## config.mk

```make
export PLATFORM = sky130hd
export DESIGN_NAME = add_4
export DESIGN_NICKNAME = d
export VERILOG_FILES = /design/src/rtl/add_4.sv
export SDC_FILE = /design/constraint.sdc
export NUM_CORES = 1
export LEC_CHECK = 0
export CAP_MARGIN = 15
export CORE_AREA = 2 2 39 41
export CTS_CLUSTER_DIAMETER = 30
export CTS_CLUSTER_SIZE = 14
export DETAILED_ROUTE_END_ITERATION = 16
export DIE_AREA = 0 0 41 43
export HOLD_SLACK_MARGIN = 0.12
export PLACE_DENSITY = 0.64
export SYNTH_ARGS = -nofsm -noshare
export SYNTH_HDL_FRONTEND = slang
export SYNTH_SLANG_ARGS = --single-unit
```

## constraint.sdc

```tcl
create_clock -name clk -period 1.7 [get_ports clk]
set_clock_uncertainty 0.05 [all_clocks]
set_input_delay 0.255 -clock clk [delete_from_list [all_inputs] [get_ports clk]]
set_output_delay 0.255 -clock clk [all_outputs]
set_load 0.02 [all_outputs]
```

## src/rtl/add_4.sv

```systemverilog
// Purpose: registered WIDTH-bit ripple-carry adder with carry-in and carry-out for cascading.
// Latency: 1 cycle from in_valid to out_valid; s/cy4 hold their last result while idle.
// Backpressure: none; accepts one operand pair every cycle.
module add_4 #(
    parameter int WIDTH = 4
) (
    input  logic             clk,
    input  logic             rst_n,
    output logic [WIDTH-1:0] s,
    output logic             cy4,
    input  logic             cy_in,
    input  logic [WIDTH-1:0] x,
    input  logic [WIDTH-1:0] y,
    input  logic             in_valid,
    output logic             out_valid
);

    logic [WIDTH-1:0] sum_c;
    logic             cout_c;

    // Carry is kept as a running scalar so the chain reads as one full-adder cell per bit.
    always_comb begin : ripple
        logic carry;
        carry = cy_in;
        sum_c = '0;
        for (int i = 0; i < WIDTH; i++) begin
            sum_c[i] = x[i] ^ y[i] ^ carry;
            carry    = (x[i] & y[i]) | (x[i] & carry) | (y[i] & carry);
        end
        cout_c = carry;
    end

    always_ff @(posedge clk or negedge rst_n) begin
        if (!rst_n) begin
            s         <= '0;
            cy4       <= 1'b0;
            out_valid <= 1'b0;
        end else begin
            out_valid <= in_valid;
            if (in_valid) begin
                s   <= sum_c;
                cy4 <= cout_c;
            end
        end
    end

endmodule

```

==> out/summary.txt <==
Number of global-route vias before repair: 244
Horiz. Die Dim: 41 um
WL/cell: 9.18 um
Layout cell share with drive strength beyond 1: 0.370
Fin. max-slew vios: 0
Net Switching: 0.145 mW
Die ar.: 0.00176 sq mm
Clk sinks: 6
Starting DRT DRC Count: 0
Initial antenna violation count: 0
Reg2Reg Setup Slack: 0.88 ns
DP Wirelength: 502 um
Synth cell types: 6
GR Util All Layers: 0.0937
Netlist Area Pre-Place: 339 sq um
Status: complete, but fails checks
Port Buffer Count: 17
Hold crit path type: in2async
Largest net degree at the start of global routing: 7
Total CTS buffers: 3
Failing checks: setup timing
Area growth from synthesis to layout: 69.0%
Detail Route Antenna Nets: 0
Storage cell area: 150 sq um
Adder-cell share of the synthesized area: 0.236
Worst vdd ir: 0.477 mV
RSZ-0062 raised after global routing: yes
Sequential share of power: 0.369
Crit path DAT: 1.88 ns
Sw frac: 0.291
XOR/XNOR share of the synthesized area: 0
Root Buffer: clkbuf_4
R2R depth: 1
H-tree Lvls: 1
Clock transition at path regs: 0.05 ns
Worst R2R Start: s[2]
Compound-cell area share of the yosys netlist: 0
First-pass GRT wire length: 1010 um
Register bit total from synthesis: 6
Remaining Overflow, GRT: 0
Relative slew slack: 0.821
Power share of the clock group: 0.264
Setup TNS Final: -0.0670 ns
Leakage: 0.277 nW
Critical path fanouts, max: 1
Internal Power: 0.354 mW
Critical Path RT: 1.82 ns
Sequential area share after synthesis: 0.443
Post-Synthesis Cells: 26
WL final: 569 um
Simple-Gate Fraction of Synth Area: 0
CTS tree: yes
Fmax: 566 MHz
Reg-to-Reg End: s[2]
Post-CTS Setup Bufs: 0
Chip height: 43 um
CP Launch Type: primary input
Final Hold Viols: 0
Diode count: 0
Core Footprint: 0.00138 sq mm
Combinational family with the most area after synthesis: adder cells
Setup violations, final: 1
CTS max path bufs: 2
Initial Util: 0.245
FP Rows: 14
Critical Path Sink Type: flip-flop
Initial DRT Pass Iterations: 1
Worst slew pin tran: 0.268 ns
Vias: 238
Number of fill cells: 151
Core Util, Final: 0.414
Combinational share of power: 0.367
Pwr/cell area: 870 mW/mm^2
YS warnings: 0
Setup ws final: -0.0670 ns
Clk Latency, worst-skew pair: 0.24 ns
DR vias/cell: 3.84
Final period util: 1.04
Syn Nets: 42
GPL Wtd Cong: 0.621
Number of top-level pins: 18
DRC viols: 0
Post-synthesis mux area share: 0.177
Tmin final: 1.77 ns
Max_cap viols: 0
Footprint of the multi-input gates: 148 sq um
DP Worst Slack: -0.782 ns
Crit Path Class: in2reg
Synth Area per Inst: 13.0 sq um
Final net count: 64
[cells in the mapped netlist]
cell type / count / area, sq um
fa_1: 4 / 80.1
mux2i_1: 3 / 30.0
inv_1: 10 / 37.5
mux2_4: 2 / 30.0
buf_6: 1 / 11.3
dfrtp_1: 6 / 150
[routing by layer]
metal	share of wire	wire (um)	vias to the layer above	global-route usage
li1	-	-	112	-
met1	0.36	203	110	0.114
met2	0.50	284	14	0.106
met3	0.13	73	2	0.0785
met4	0.014	8	0	0.0600
met5	0	0	-	0
[stage by stage]
| step | std cells | hold slack (ns) | total power [mW] | area (sq um) |
|---|---|---|---|---|
| after detailed placement | 59 | 0.457 | 0.373 | 541 |
| after global placement | 59 | 0.452 | 0.368 | 541 |
| final | 62 | 0.194 | 0.499 | 573 |
| after global routing | 62 | 0.190 | 0.536 | 573 |
| after CTS | 62 | 0.194 | 0.510 | 562 |
| after floorplan | 26 | -0.0906 | 0.275 | 354 |
[layout by cell type (no fill, tap or decap), types with 2 or more instances in the layout]
cell / instances
fa_2: 3
dlygate4sd2_1: 2
inv_2: 2
dfrtp_1: 6
inv_4: 2
mux2_4: 2
mux2i_1: 3
clkdlybuf4s50_1: 12
buf_6: 2
inv_1: 5
clkbuf_4: 3
[registers in the layout, indices dropped and copies added (netlist names)]
register   count
cy4            1
out_valid      1
s              4
[power groups by stage]
| stage | registers [mW] | clock network, mW | logic, mW |
|---|---|---|---|
| after floorplan | 0.218 | 0 | 0.0565 |
| after global placement | 0.185 | 0 | 0.182 |
| after detailed placement | 0.187 | 0 | 0.185 |
| after CTS | 0.185 | 0.139 | 0.185 |
| after global routing | 0.188 | 0.148 | 0.200 |
| final | 0.184 | 0.132 | 0.183 |
[worst max-delay path, stage by stage]
cell and delay, ns:
buf_6 0.09, inv_4 0.04, fa_2 0.19, inv_2 0.03
fa_2 0.33, fa_2 0.34, inv_2 0.06, fa_1 0.41
mux2i_1 0.14
[final cells by class]
type,instances,share of cell area
inverters,10,0.0873
repair buffers,18,0.319
well taps,16,0.0349
clock buffers,3,0.0393
flip-flops and latches,6,0.262
multi-input cells,9,0.258
[logic make-up after synthesis]
group,Yosys count
DFF,6
muxes,5
adders and majority gates,4
buffers and inverters,11
[how the worst max path moves through the flow]
stage	endpoint	cells after the start	start
detailed placement	s[3]	9	y[0]
global placement	s[3]	9	y[0]
CTS	s[3]	9	y[0]
finish	s[3]	9	cy_in
floorplan	s[3]	8	x[0]
global route	s[3]	9	cy_in
[what timing repair did]
item | CTS | global route
pin swaps | 4 | 4
endpoints found under the setup margin | 4 | 2
hold buffers | 0 | 0
gates resized for setup | 17 | 3
Power figures use the tool's default switching activity.
==> RTL edit 1, RTL diff (config.mk and constraints unchanged) <==
Put one more register stage on the output `out_valid`, with the module's reset. The value now appears one clock later. The other outputs are not delayed to match. Comments in the files are not updated.
--- a/src/rtl/add_4.sv
+++ b/src/rtl/add_4.sv
@@ -15,4 +15,6 @@
     output logic             out_valid
 );
+
+    logic out_valid_s0;
 
     logic [WIDTH-1:0] sum_c;
@@ -35,7 +37,7 @@
             s         <= '0;
             cy4       <= 1'b0;
-            out_valid <= 1'b0;
+            out_valid_s0 <= 1'b0;
         end else begin
-            out_valid <= in_valid;
+            out_valid_s0 <= in_valid;
             if (in_valid) begin
                 s   <= sum_c;
@@ -45,4 +47,12 @@
     end
 
+    always_ff @(posedge clk or negedge rst_n) begin
+        if (!rst_n) begin
+            out_valid <= '0;
+        end else begin
+            out_valid <= out_valid_s0;
+        end
+    end
+
 endmodule
 
Behaviour: not the same (a bounded check fails within 4 cycles, from zero or initial values and one cycle with rst_n low).
==> RTL edit 1 against the unedited design <==
The run still ends with negative setup slack left; first-iteration DRC count unchanged; final cell count up 3.2%; worst setup slack got worse by 0.0063 ns; cell area is 4.6% higher; wire length shrank 3.3%; total power is 7.3% higher; critical path depth did not move; synthesized cell count up 3.8%; sequential cell count grew 1; via count increased by 2.1%; synthesized area up 7.4%; critical path type unchanged; largest cell class unchanged.
==> RTL edit 1: results (changes against the unedited design) <==
The run finished, with violations left. Failing checks: negative setup slack (unchanged). The total power per unit cell area was 893 nW/um2 (was 870 nW/um2); the final weighted congestion in routability-driven placement was 0.564 (was 0.621).

The tools report the startpoint of the most critical register-to-register path as s[1] (was s[2]). The worst slack at placement was -0.789 ns (was -0.782 ns); the worst-case setup margin in the final layout was -0.0733 ns (was -0.0670 ns). For the design area, the log shows 599 um2 (was 573 um2). The internal power component was 387 uW (was 354 uW); the global-route wire length before repair was 910 um (was 1.01 mm). The via total after detailed routing is 243 (was 238), and the HPWL after detailed placement is 506 um (was 502 um). For the part of the Yosys area used for sequential elements, the log shows 0.481 (was 0.443).

The smallest hold slack was 0.221 ns (was 0.194 ns). Cell types occupying the most area after synthesis: sky130_fd_sc_hd__dfrtp_1 48%, sky130_fd_sc_hd__fa_1 22%, sky130_fd_sc_hd__inv_1 10% (was sky130_fd_sc_hd__dfrtp_1 44%, sky130_fd_sc_hd__fa_1 24%, sky130_fd_sc_hd__inv_1 11%). The clock group total power was 144 uW (was 132 uW).

The static power due to leakage was 0.000289 uW (was 0.000277 uW). The post-place instance area was 566 um2 (was 541 um2); the overall track demand over capacity in global routing was 0.0761 (was 0.0937). The final number of setup-violating endpoints was 1 (unchanged); the final layout net count was 65 (was 64).

For the number of placed instances with taps included, the log shows 60 (was 59). Setup TNS after final layout: -0.0733 ns (was -0.0670 ns). The sequential fraction of design power is 0.392 (was 0.369), and the total nets after synthesis is 43 (was 42).

The maximum number of pins on one net before global-route repair came out at 8 (was 7). The per-cell routed wire length is 8.59 um (was 9.18 um). Leading post-synthesis cells by instance count: 10 x sky130_fd_sc_hd__inv_1, 7 x sky130_fd_sc_hd__dfrtp_1, 4 x sky130_fd_sc_hd__fa_1 (was 10 x sky130_fd_sc_hd__inv_1, 6 x sky130_fd_sc_hd__dfrtp_1, 4 x sky130_fd_sc_hd__fa_1). The share of synthesized area spent on multiplexers is 0.165 (was 0.177).
RTL edit 1: logic make-up after synthesis:
kind of cell / count (synthesis)
buffers and inverters: 11
DFF: 7
adders and majority gates: 4
muxes: 5
RTL edit 1: routing by layer:
layer	global-route usage	vias up	routed length (um)
met2	0.113	14	245
met5	0	-	0
met3	0.0157	0	64
met1	0.100	112	240
met4	0.0400	0	0
li1	-	117	-
RTL edit 1: critical path: cells and delay by family:
| family | cells | cell delay, ns |
|---|---|---|
| fa+ha+maj | 4 | 1.26 |
| buf+inv | 4 | 0.24 |
| mux | 1 | 0.14 |
RTL edit 1: area by class of cell:
type,count,share of cell area
Timing Repair Buffer,18,0.305
Sequential cell,7,0.292
Clock buffer,4,0.0438
Inverter,10,0.0793
Multi-Input combinational cell,9,0.246
Tap cell,16,0.0334
RTL edit 1: what timing repair did:
item                                    CTS  global route
resized for setup                        18             2
endpoints found under the setup margin    4             1
pin swaps                                 4             4
==> RTL edit 2, RTL diff (same settings) <==
Made on the original files. `WIDTH`: 4 -> 6.
--- a/src/rtl/add_4.sv
+++ b/src/rtl/add_4.sv
@@ -3,5 +3,5 @@
 // Backpressure: none; accepts one operand pair every cycle.
 module add_4 #(
-    parameter int WIDTH = 4
+    parameter int WIDTH = 6
 ) (
     input  logic             clk,
Interface: changed (resized s, x and y); port bits go from 18 to 24. No check against the original RTL was run, so the function may have changed too.
==> RTL edit 2 against the unedited design <==
The run still ends with negative setup slack left; wire length up 34%; cell area up 34%; total power up 32%; synthesized area up 35%; fmax down 28%; sequential cell count up 2; worst setup slack worse by 0.69 ns; critical path type unchanged; critical endpoint is now s[5].
==> RTL edit 2: results (changes against the unedited design) <==
The flow ran to the end, but the final reports show violations. Failing checks: negative setup slack (unchanged). The part of the Yosys area used for sequential elements came out at 0.436 (was 0.443).

The run gives 0.240 ns (was 0.194 ns) as the smallest hold slack. The measured slew at the worst slew-check pin came out at 0.393 ns (was 0.268 ns). The maximum number of pins on one net before global-route repair was 9 (was 7); the final number of setup-violating endpoints was 4 (was 1). The HPWL after detailed placement was 647 um (was 502 um). Leading post-synthesis cells by instance count: 10 x sky130_fd_sc_hd__inv_1, 8 x sky130_fd_sc_hd__dfrtp_1, 6 x sky130_fd_sc_hd__fa_1 (was 10 x sky130_fd_sc_hd__inv_1, 6 x sky130_fd_sc_hd__dfrtp_1, 4 x sky130_fd_sc_hd__fa_1). Cell types occupying the most area after synthesis: sky130_fd_sc_hd__dfrtp_1 44%, sky130_fd_sc_hd__fa_1 26%, sky130_fd_sc_hd__mux2_4 13% (was sky130_fd_sc_hd__dfrtp_1 44%, sky130_fd_sc_hd__fa_1 24%, sky130_fd_sc_hd__inv_1 11%). Total nets after synthesis: 54 (was 42). The via total after detailed routing was 304 (was 238). The number of instances in the synthesized netlist was 32 (was 26). Largest registers: s: 6 flops, cy4: 1 flops, out_valid: 1 flops (was s: 4 flops, cy4: 1 flops, out_valid: 1 flops).

The run gives 0.120 (was 0.0937) as the overall track demand over capacity in global routing. The number of global-route vias before repair was 336 (was 244). The detailed-routing iteration count for the pre-antenna-repair pass came out at 2 (was 1). The post-detailed-route via-to-cell ratio is 4.11 (was 3.84), and the number of placed instances with taps included is 71 (was 59). The run gives -0.760 ns (was -0.0670 ns) as the worst-case setup margin in the final layout.

For the final weighted congestion in routability-driven placement, the log shows 0.695 (was 0.621). The total of buffers placed on input and output ports was 23 (was 17); the arrival time of the worst setup path was 2.58 ns (was 1.88 ns). The share of cells above drive strength 1 was 0.362 (was 0.370); the post-place instance area was 736 um2 (was 541 um2). The per-cell routed wire length is 10.3 um (was 9.18 um), and the global-route wire length before repair is 1.38 mm (was 1.01 mm). The fill cell total of the finished layout was 128 (was 151).
==> RTL edit 2: changes by cell type after synthesis, sizes merged <==
| cell | unedited run | this run |
|---|---|---|
| dfrtp | 6 | 8 |
| fa | 4 | 6 |
| mux2 | 2 | 4 |
==> RTL edit 2: how the worst max path moves through the flow <==
stage,start,to,slack [ns],cells after the start
finish,y[0],s[5],-0.76,11
global route,x[0],s[5],-0.82,11
CTS,y[0],s[5],-0.85,11
detailed placement,y[0],s[5],-1.55,11
global placement,y[0],s[5],-1.52,11
floorplan,y[0],s[5],-0.86,10
==> RTL edit 2: metrics by stage <==
stage	total power [uW]	setup WS, ns
finish	660	-0.760
floorplan	386	-0.858
CTS	674	-0.847
global route	714	-0.818
global placement	523	-1.52
detailed placement	526	-1.55
==> RTL edit 2: cell type report <==
cell class | instances | area (um2) | area share
Clock buffer | 3 | 22.5 | 0.0294
Inverter | 10 | 57.6 | 0.0752
Multi-Input combinational cell | 13 | 223 | 0.291
Sequential cell | 8 | 200 | 0.261
Tap cell | 16 | 20.0 | 0.0261
Timing Repair Buffer | 24 | 243 | 0.317
==> RTL edit 2: kinds of logic after synthesis <==
kind of cell             synth area share
multiplexers                        0.196
buffers and inverters               0.106
adder cells (fa/ha/maj)             0.262
flip-flops                          0.436
==> RTL edit 2: metal layers <==
metal	track usage	part of all wire
met1	0.164	0.45
met2	0.169	0.49
met3	0.0471	0.062
met4	0.0400	0
met5	0	0
==> RTL edit 2: where the power goes <==
group / switching (uW) / internal (uW) / leakage, uW
logic: 113 / 156 / 0.000247
registers: 19.8 / 229 / 0.0000933
clock network: 62.0 / 80.6 / 0.0000138
==> RTL edit 2: repair_timing <==
item,4_1_cts,5_1_grt
gates cloned,0,0
setup endpoints to repair,6,4
buffers inserted,0,0
gates resized for setup,19,2
pin swaps,6,6
